File: src/rtl/pipe_rr_arbiter.sv
// Round-robin arbiter feeding one registered output stage with valid/ready
// handshakes. At most one requester is accepted per cycle. Its data and index
// are registered and presented downstream with one cycle of latency.
module pipe_rr_arbiter #(
  parameter int unsigned p_width   = 32,
  parameter int unsigned p_num_req = 4,
  localparam int unsigned p_id_w   = $clog2(p_num_req)
) (
  input  logic                           i_clk,
  input  logic                           i_rst,
  input  logic [p_num_req-1:0]           i_mask,
  input  logic [p_num_req-1:0]           i_req_valid,
  output logic [p_num_req-1:0]           o_req_ready,
  input  logic [p_num_req*p_width-1:0]   i_req_data,
  output logic                           o_out_valid,
  input  logic                           i_out_ready,
  output logic [p_width-1:0]             o_out_data,
  output logic [p_id_w-1:0]              o_out_id
);

  localparam logic [p_id_w-1:0] last_id = p_id_w'(p_num_req - 1);
  localparam logic [p_id_w-1:0] one_id  = p_id_w'(1);
  localparam logic [p_id_w:0]   num_ext = (p_id_w + 1)'(p_num_req);

  logic [p_num_req-1:0] elig;
  logic                 load;
  logic                 transfer;
  logic                 grant_found;
  logic [p_id_w-1:0]    grant_idx;
  logic [p_id_w-1:0]    idx;
  logic [p_id_w:0]      pos;
  logic [p_width-1:0]   sel_data;
  logic [p_id_w-1:0]    rr_ptr;
  logic [p_id_w-1:0]    rr_ptr_next;

  // Stage can take a new item when empty or draining this cycle.
  always_comb begin
    elig     = i_req_valid & i_mask;
    load     = !o_out_valid || i_out_ready;
    transfer = load && grant_found && !i_rst;
  end

  // Search eligible requesters starting at rr_ptr, wrapping to index 0.
  always_comb begin
    grant_found = 1'b0;
    grant_idx   = '0;
    idx         = '0;
    pos         = '0;
    for (int i = 0; i < p_num_req; i++) begin
      pos = {1'b0, rr_ptr} + (p_id_w + 1)'(i);
      if (pos >= num_ext) begin
        pos = pos - num_ext;
      end
      idx = pos[p_id_w-1:0];
      if (!grant_found && elig[idx]) begin
        grant_found = 1'b1;
        grant_idx   = idx;
      end
    end
  end

  // Select the granted requester's data slice.
  always_comb begin
    sel_data = '0;
    for (int k = 0; k < p_num_req; k++) begin
      if (grant_idx == p_id_w'(k)) begin
        sel_data = i_req_data[k*p_width +: p_width];
      end
    end
  end

  // One-hot ready for the granted requester; forced low during reset.
  always_comb begin
    o_req_ready = '0;
    if (transfer) begin
      o_req_ready[grant_idx] = 1'b1;
    end
  end

  // Pointer moves just past the winner, wrapping after the last index.
  always_comb begin
    rr_ptr_next = (grant_idx == last_id) ? '0 : grant_idx + one_id;
  end

  // Output stage and round-robin pointer.
  always_ff @(posedge i_clk or posedge i_rst) begin
    if (i_rst) begin
      o_out_valid <= 1'b0;
      o_out_data  <= '0;
      o_out_id    <= '0;
      rr_ptr      <= '0;
    end else if (transfer) begin
      o_out_valid <= 1'b1;
      o_out_data  <= sel_data;
      o_out_id    <= grant_idx;
      rr_ptr      <= rr_ptr_next;
    end else if (o_out_valid && i_out_ready) begin
      o_out_valid <= 1'b0;
    end
  end

endmodule
File: config.mk
export PLATFORM = sky130hd
export DESIGN_NAME = pipe_rr_arbiter
export DESIGN_NICKNAME = d
export VERILOG_FILES = /design/src/rtl/pipe_rr_arbiter.sv
export SDC_FILE = /design/constraint.sdc
export NUM_CORES = 1
export LEC_CHECK = 0
export CAP_MARGIN = 5
export CORE_ASPECT_RATIO = 1.75
export CORE_MARGIN = 1.5
export CORE_UTILIZATION = 38
export CTS_CLUSTER_SIZE = 14
export DETAILED_ROUTE_END_ITERATION = 16
export PLACE_DENSITY = 0.86
export SYNTH_ARGS = -nofsm -noshare
export SYNTH_HDL_FRONTEND = slang
export SYNTH_SLANG_ARGS = --single-unit
File: constraint.sdc
create_clock -name i_clk -period 4.3 [get_ports i_clk]
set_clock_uncertainty 0.05 [all_clocks]
set_input_delay 0.645 -clock i_clk [delete_from_list [all_inputs] [get_ports i_clk]]
set_output_delay 0.645 -clock i_clk [all_outputs]
set_load 0.005 [all_outputs]
* Word level (Yosys, flattened, before mapping)
Cells that the tools add are included.
** Storage, ports and cells
- Input bits :: 139
- Bits in registers :: 37
- Output and inout bits :: 39
- Logic and storage cells :: 71
** Operators by class
- $add $sub $neg :: 8
- Eq/ne operators :: 3
- Order comparisons :: 10
- Reduce and logical (&&, ||, !) cells :: 15
- Muxes and demuxes :: 30
- Bitwise logic cells :: 1
** Operators by type and width (number)
- $mux W32 :: 4
- $mux W2 :: 9
- $lt A2 B3 Y1 const B :: 5
- $mux W1 :: 11
- $ge A3 B3 Y1 const B :: 3
- $bmux W1 S2 :: 4
- $sub A2 B1 Y2 const B :: 4
- $logic_and A1 B1 Y1 :: 7
- $add A2 B2 Y3 const B :: 2
- $logic_not A1 Y1 :: 5
- $and A4 B4 Y4 :: 1
- $eq A2 B2 Y1 const B :: 2
- $mux W4 :: 1
- $add A2 B1 Y3 const B :: 1
- $ge A2 B3 Y1 const B :: 1
- $add A2 B1 Y2 const B :: 1
- $demux W1 S2 :: 1
- $eq A2 B1 Y1 const B :: 1
- $ge A2 B1 Y1 const B :: 1
- $logic_not A2 Y1 :: 1
- $reduce_bool A2 Y1 :: 1
- $logic_or A1 B1 Y1 :: 1

* Logic depth before layout (Yosys ltp)
- Depth in word-level cells :: 19
- Mapped depth :: 10
- Gate-level depth less buffers :: 9

* Worst setup path after synthesis
Ideal clock, no wire load.
- Path type :: input to output
- Start point :: input i_req_valid[3]
- End point :: output o_req_ready[2]
- Stages on the path :: 8
- Buffers on the path :: 2
- Slack :: 1.501 ns
- Arrival :: 2.104 ns
- Required time :: 3.605 ns
- Cells stage by stage :: and2_4 -> o221a_1 -> o21a_2 -> inv_1 -> ha_1 -> buf_2 -> clkbuf_1 -> and2_1
** Between the ends
- Longest elaborated chain between the ends :: 18
- Elaborated cells on any way between the ends :: 31
- Classes of those cells :: order compare: 2; mux: 19; bitwise: 1; reduce/logical: 9
** Ends and longest elaborated chain
- start: declaration :: line 12 : input logic [p_num_req-1:0] i_req_valid,
- $and A4 B4 Y4 (*) :: line 38 : elig = i_req_valid & i_mask;
- $bmux W1 S2 :: line 55 : if (!grant_found && elig[idx]) begin
- $mux W1 (not written as such) :: line 55
- $mux W1 :: line 55
- $logic_not A1 Y1 :: line 55
- $logic_and A1 B1 Y1 :: line 55
- $mux W1 :: line 55
- $logic_not A1 Y1 :: line 55
- (+3 left out)
- $logic_and A1 B1 Y1 :: line 55
- $mux W2 (*) :: line 55
- net grant_idx[0] :: line 29 : logic [p_id_w-1:0] grant_idx;
- $lt A2 B3 Y1 (not written as such) / $ge A2 B1 Y1 (equally long branches) :: line 76 : o_req_ready[grant_idx] = 1'b1;
- $logic_and A1 B1 Y1 (not written as such) :: line 76
- $mux W1 (not written as such) :: line 76
- $demux W1 S2 (*) :: line 76
- $mux W4 (*) :: line 75 : if (transfer) begin
- end: declaration :: line 13 : output logic [p_num_req-1:0] o_req_ready,
The timed path passes the listed nets; every way through them passes the cells marked *. The select of a mux whose other input is x is not followed.

* Final worst setup path
- Start point :: input i_mask[1]
- End point :: output o_req_ready[1]
** Between the ends
- Longest elaborated chain between the ends :: 18
- Elaborated cells on any way between the ends :: 31
- Classes of those cells :: order compare: 2; mux: 19; bitwise: 1; reduce/logical: 9
** Ends and longest elaborated chain
- start: declaration :: line 11 : input logic [p_num_req-1:0] i_mask,
- $and A4 B4 Y4 (*) :: line 38
- $bmux W1 S2 :: line 55
- $mux W1 (not written as such) :: line 55
- $mux W1 :: line 55
- $logic_not A1 Y1 :: line 55
- $logic_and A1 B1 Y1 :: line 55
- $mux W1 :: line 55
- $logic_not A1 Y1 :: line 55
- (+3 left out)
- $logic_and A1 B1 Y1 :: line 55
- $mux W2 (*) :: line 55
- net grant_idx[0] :: line 29
- $lt A2 B3 Y1 (not written as such) / $ge A2 B1 Y1 (equally long branches) :: line 76
- $logic_and A1 B1 Y1 (not written as such) :: line 76
- $mux W1 (not written as such) :: line 76
- $demux W1 S2 (*) :: line 76
- $mux W4 (*) :: line 75
Marks and branches as above.

==> impl_metrics.yaml <==
placed_design:
  dp.cells: 535
  dpl.hpwl_um: 7000
  port_buffers: 177
  gp_congestion: 0.870
yosys:
  syn_area_sq_mm: 0.00255
  synth-seq-cells: 37
  syn-num-nets: 440
  netlist-cell-type-count: 32
  syn_inst: 297
  synth_top_family_by_area: "compound AO/OA/AOI/OAI gates"
  syn_avg_cell_area_sq_um: 8.59
  ys_seq_area_frac: 0.363
  synthMuxAreaShare: 0.0142
  yosysWarnings: 0
  synth_xor_area_frac: 0
  synth_compound_area_frac: 0.403
  synth_fa_ha_area_frac: 0.0196
  synth-simple-area-share: 0.0824
global_routing:
  grt_usage: 0.258
  first_global_vias: 3046
  grt_max_degree: 65
  grt-ovfl-total: 0
  grt_pass1_wl_um: 14600
  antenna_found_initial: 0
cells_and_area:
  antennaDiodeCount: 0
  areaGrowthSynthToFinish_pct: 76.1
  layout.nets: 603
  final_layout_size_suffix_gt1_frac: 0.0868
  fin_cells: 543
power_and_ir_drop:
  clockPowerShare: 0.192
  power.switching_uw: 666
  pwr-share-comb: 0.526
  p_sw_frac: 0.337
  p_seq_frac: 0.282
  vdd_drop_max_mv: 0.257
  power.density_mw_per_mm2: 440
  power.leakage_uw: 0.00188
  intPower_uw: 1310
floorplan:
  pin_count: 178
  start_util: 0.393
  die_h_um: 111
  dieArea_sq_mm: 0.00723
  fp-row-count: 39
  core_sq_mm: 0.00649
  die_x_um: 64.9
clocking:
  cts-hold-fix-buffers: 0
  cts_setup_buffers: 0
  numCtsBuffers: 5
  clkTransAtPathRegs_ns: 0.05
  clkLatencyLatePin_ns: 0.27
  cts_max_path_buffers: 2
  cts_num_sinks: 37
  ctsRootBufferMaster: "clkbuf_16"
  cts_resized: 0
  cts_max_level: 2
  cts_tree: "yes"
drt:
  drc_errors: 0
  route.vias.total: 2978
  via_per_inst: 5.48
  antenna_left: 0
  drt-total-wl_um: 9310
  first_pass_iters: 5
  routedWlPerCell_um: 17.1
  drt_iter0_markers: 145
critical_path:
  r2r_cells: 10
  worst_setup_path_start_kind: "input port"
  max_stage_delay_ns: 0.54
  cp_slowest_cell: "clkdlybuf4s50_1"
  cp.arrival_ns: 2.94
  cp_cell_sequence: "clkdlybuf4s50_1 > nand2_1 > a311oi_1 > o21a_2 > ha_1 > buf_4 > and2_1 > clkdlybuf4s50_1"
  worstPathMaxFanout: 16
  worst_setup_path_end_kind: "primary output"
  required_ns: 3.61
  crit_top_cell: "clkdlybuf4s50_1"
  worst-setup-path-type: "input port to primary output"
worst_hold_path:
  whs_path_depth: 2
  hold_path_class: "flop to flop"
timing:
  hold_viol_final: 0
  drv_slew: 0
  grt_setup_unrepaired: "false"
  layout_min_cycle_time_ns: 3.63
  min_period_over_period: 0.845
  maxSlewHeadroom: 0.569
  worst_slew_pin_slew_ns: 0.647
  tns_ns: 0
  final-setup-viol-count: 0
  timing.fmax_ghz: 0.275
outcome:
  status: "completed"
flow_run:
  cap_viol_max_count: 0
## area by class of cell
type | count | area [sq um]
clock buffers | 7 | 153
clock inverters | 1 | 5.00
fillers | 528 | 2000
inverters | 36 | 135
multi-input cells | 195 | 1340
flip-flops and latches | 37 | 926
well taps | 82 | 103
repair buffers | 185 | 1830
## layer usage
| metal | up-vias | routed length [um] | GRT usage | share of wire |
|---|---|---|---|---|
| met5 | - | 0 | 0 | 0 |
| met4 | 0 | 364 | 0.115 | 0.039 |
| met3 | 34 | 493 | 0.0434 | 0.053 |
| met2 | 141 | 5260 | 0.483 | 0.57 |
| met1 | 1394 | 3190 | 0.271 | 0.34 |
| li1 | 1409 | - | - | - |
## placed cells by master (no fill, tap or decap), types with 2 or more instances in the layout
cell / n
inv_1: 36
ha_2: 2
clkbuf_16: 5
clkdlybuf4s50_1: 177
nand2_1: 6
nor2_1: 33
buf_4: 8
a21oi_2: 14
clkbuf_8: 2
and2_1: 4
a21oi_1: 54
a22oi_1: 32
a221o_1: 31
dfrtp_1: 37
ha_1: 2
## synth_stat cells
cell type,number,area [sq um]
ha_1,4,50.1
mux2i_1,1,10.0
a311oi_1,1,8.76
buf_6,5,56.3
clkbuf_1,13,48.8
nor2_1,33,124
a21oi_1,54,270
dfrtp_1,37,926
a31oi_1,1,6.26
buf_2,7,35.0
a22oi_1,32,240
buf_1,1,3.75
a32o_1,1,10.0
inv_1,36,135
and2_1,4,25.0
o21a_2,1,8.76
o21ai_0,1,5.00
and2_4,1,8.76
nor2b_1,1,6.26
and3b_1,1,8.76
a311oi_2,1,15.0
a21oi_2,14,123
mux2_2,1,11.3
mux2_4,1,15.0
a22oi_2,1,12.5
nand2_1,6,22.5
o22ai_1,1,6.26
a221o_1,31,310
o221a_1,1,11.3
or2_2,1,6.26
nor2b_2,1,8.76
buf_4,3,22.5
## worst paths after layout
kind                               start        endpoint  slack [ns]
max                            i_mask[1]  o_req_ready[1]        0.67
min                        o_out_data[9]   o_out_data[9]        0.46
max reg2reg                    rr_ptr[1]  o_out_data[29]        1.40
min reg2reg                o_out_data[9]   o_out_data[9]        0.46
max in group asynchronous          i_rst  o_out_data[14]        3.00
min in group asynchronous          i_rst     o_out_valid        0.85
## worst max-delay path: cells and delay by family
family | cells | cell delay (ns)
AO/OA/AOI/OAI | 2 | 0.57
adder cells (fa/ha/maj) | 1 | 0.18
AND/OR/NAND/NOR | 2 | 0.25
buffers and inverters | 3 | 1.28
## logic make-up after synthesis
kind of cell / Yosys count
flops: 37
buf+inv: 65
simple gates: 48
mux: 3
fa+ha+maj: 4
compound gates: 140
## power by group through the flow
stage | registers (uW) | clock network, uW | logic [uW]
final | 558 | 380 | 1040
after floorplan | 562 | 0 | 533
after CTS | 557 | 387 | 1040
after detailed placement | 562 | 0 | 1040
after global routing | 572 | 403 | 1140
after global placement | 556 | 0 | 1010
## flip-flops by register name, summed over array words and instances, names as in the netlist
signal and count:
o_out_valid 1, rr_ptr 2, o_out_id 2, o_out_data 32
## stage by stage
stage / utilization / setup slack (ns) / hold WS [ns] / power [uW] / instance area, sq um
6_report: 0.692 / 0.665 / 0.464 / 1980 / 4490
5_1_grt: 0.692 / 0.567 / 0.485 / 2110 / 4490
4_1_cts: 0.692 / 0.722 / 0.466 / 1990 / 4490
3_5_place_dp: 0.668 / 0.585 / 0.447 / 1600 / 4340
3_3_place_gp: 0.668 / 0.663 / 0.448 / 1570 / 4340
2_1_floorplan: - / 1.50 / 0.457 / 1090 / 2550
Power figures use the tool's default switching activity.
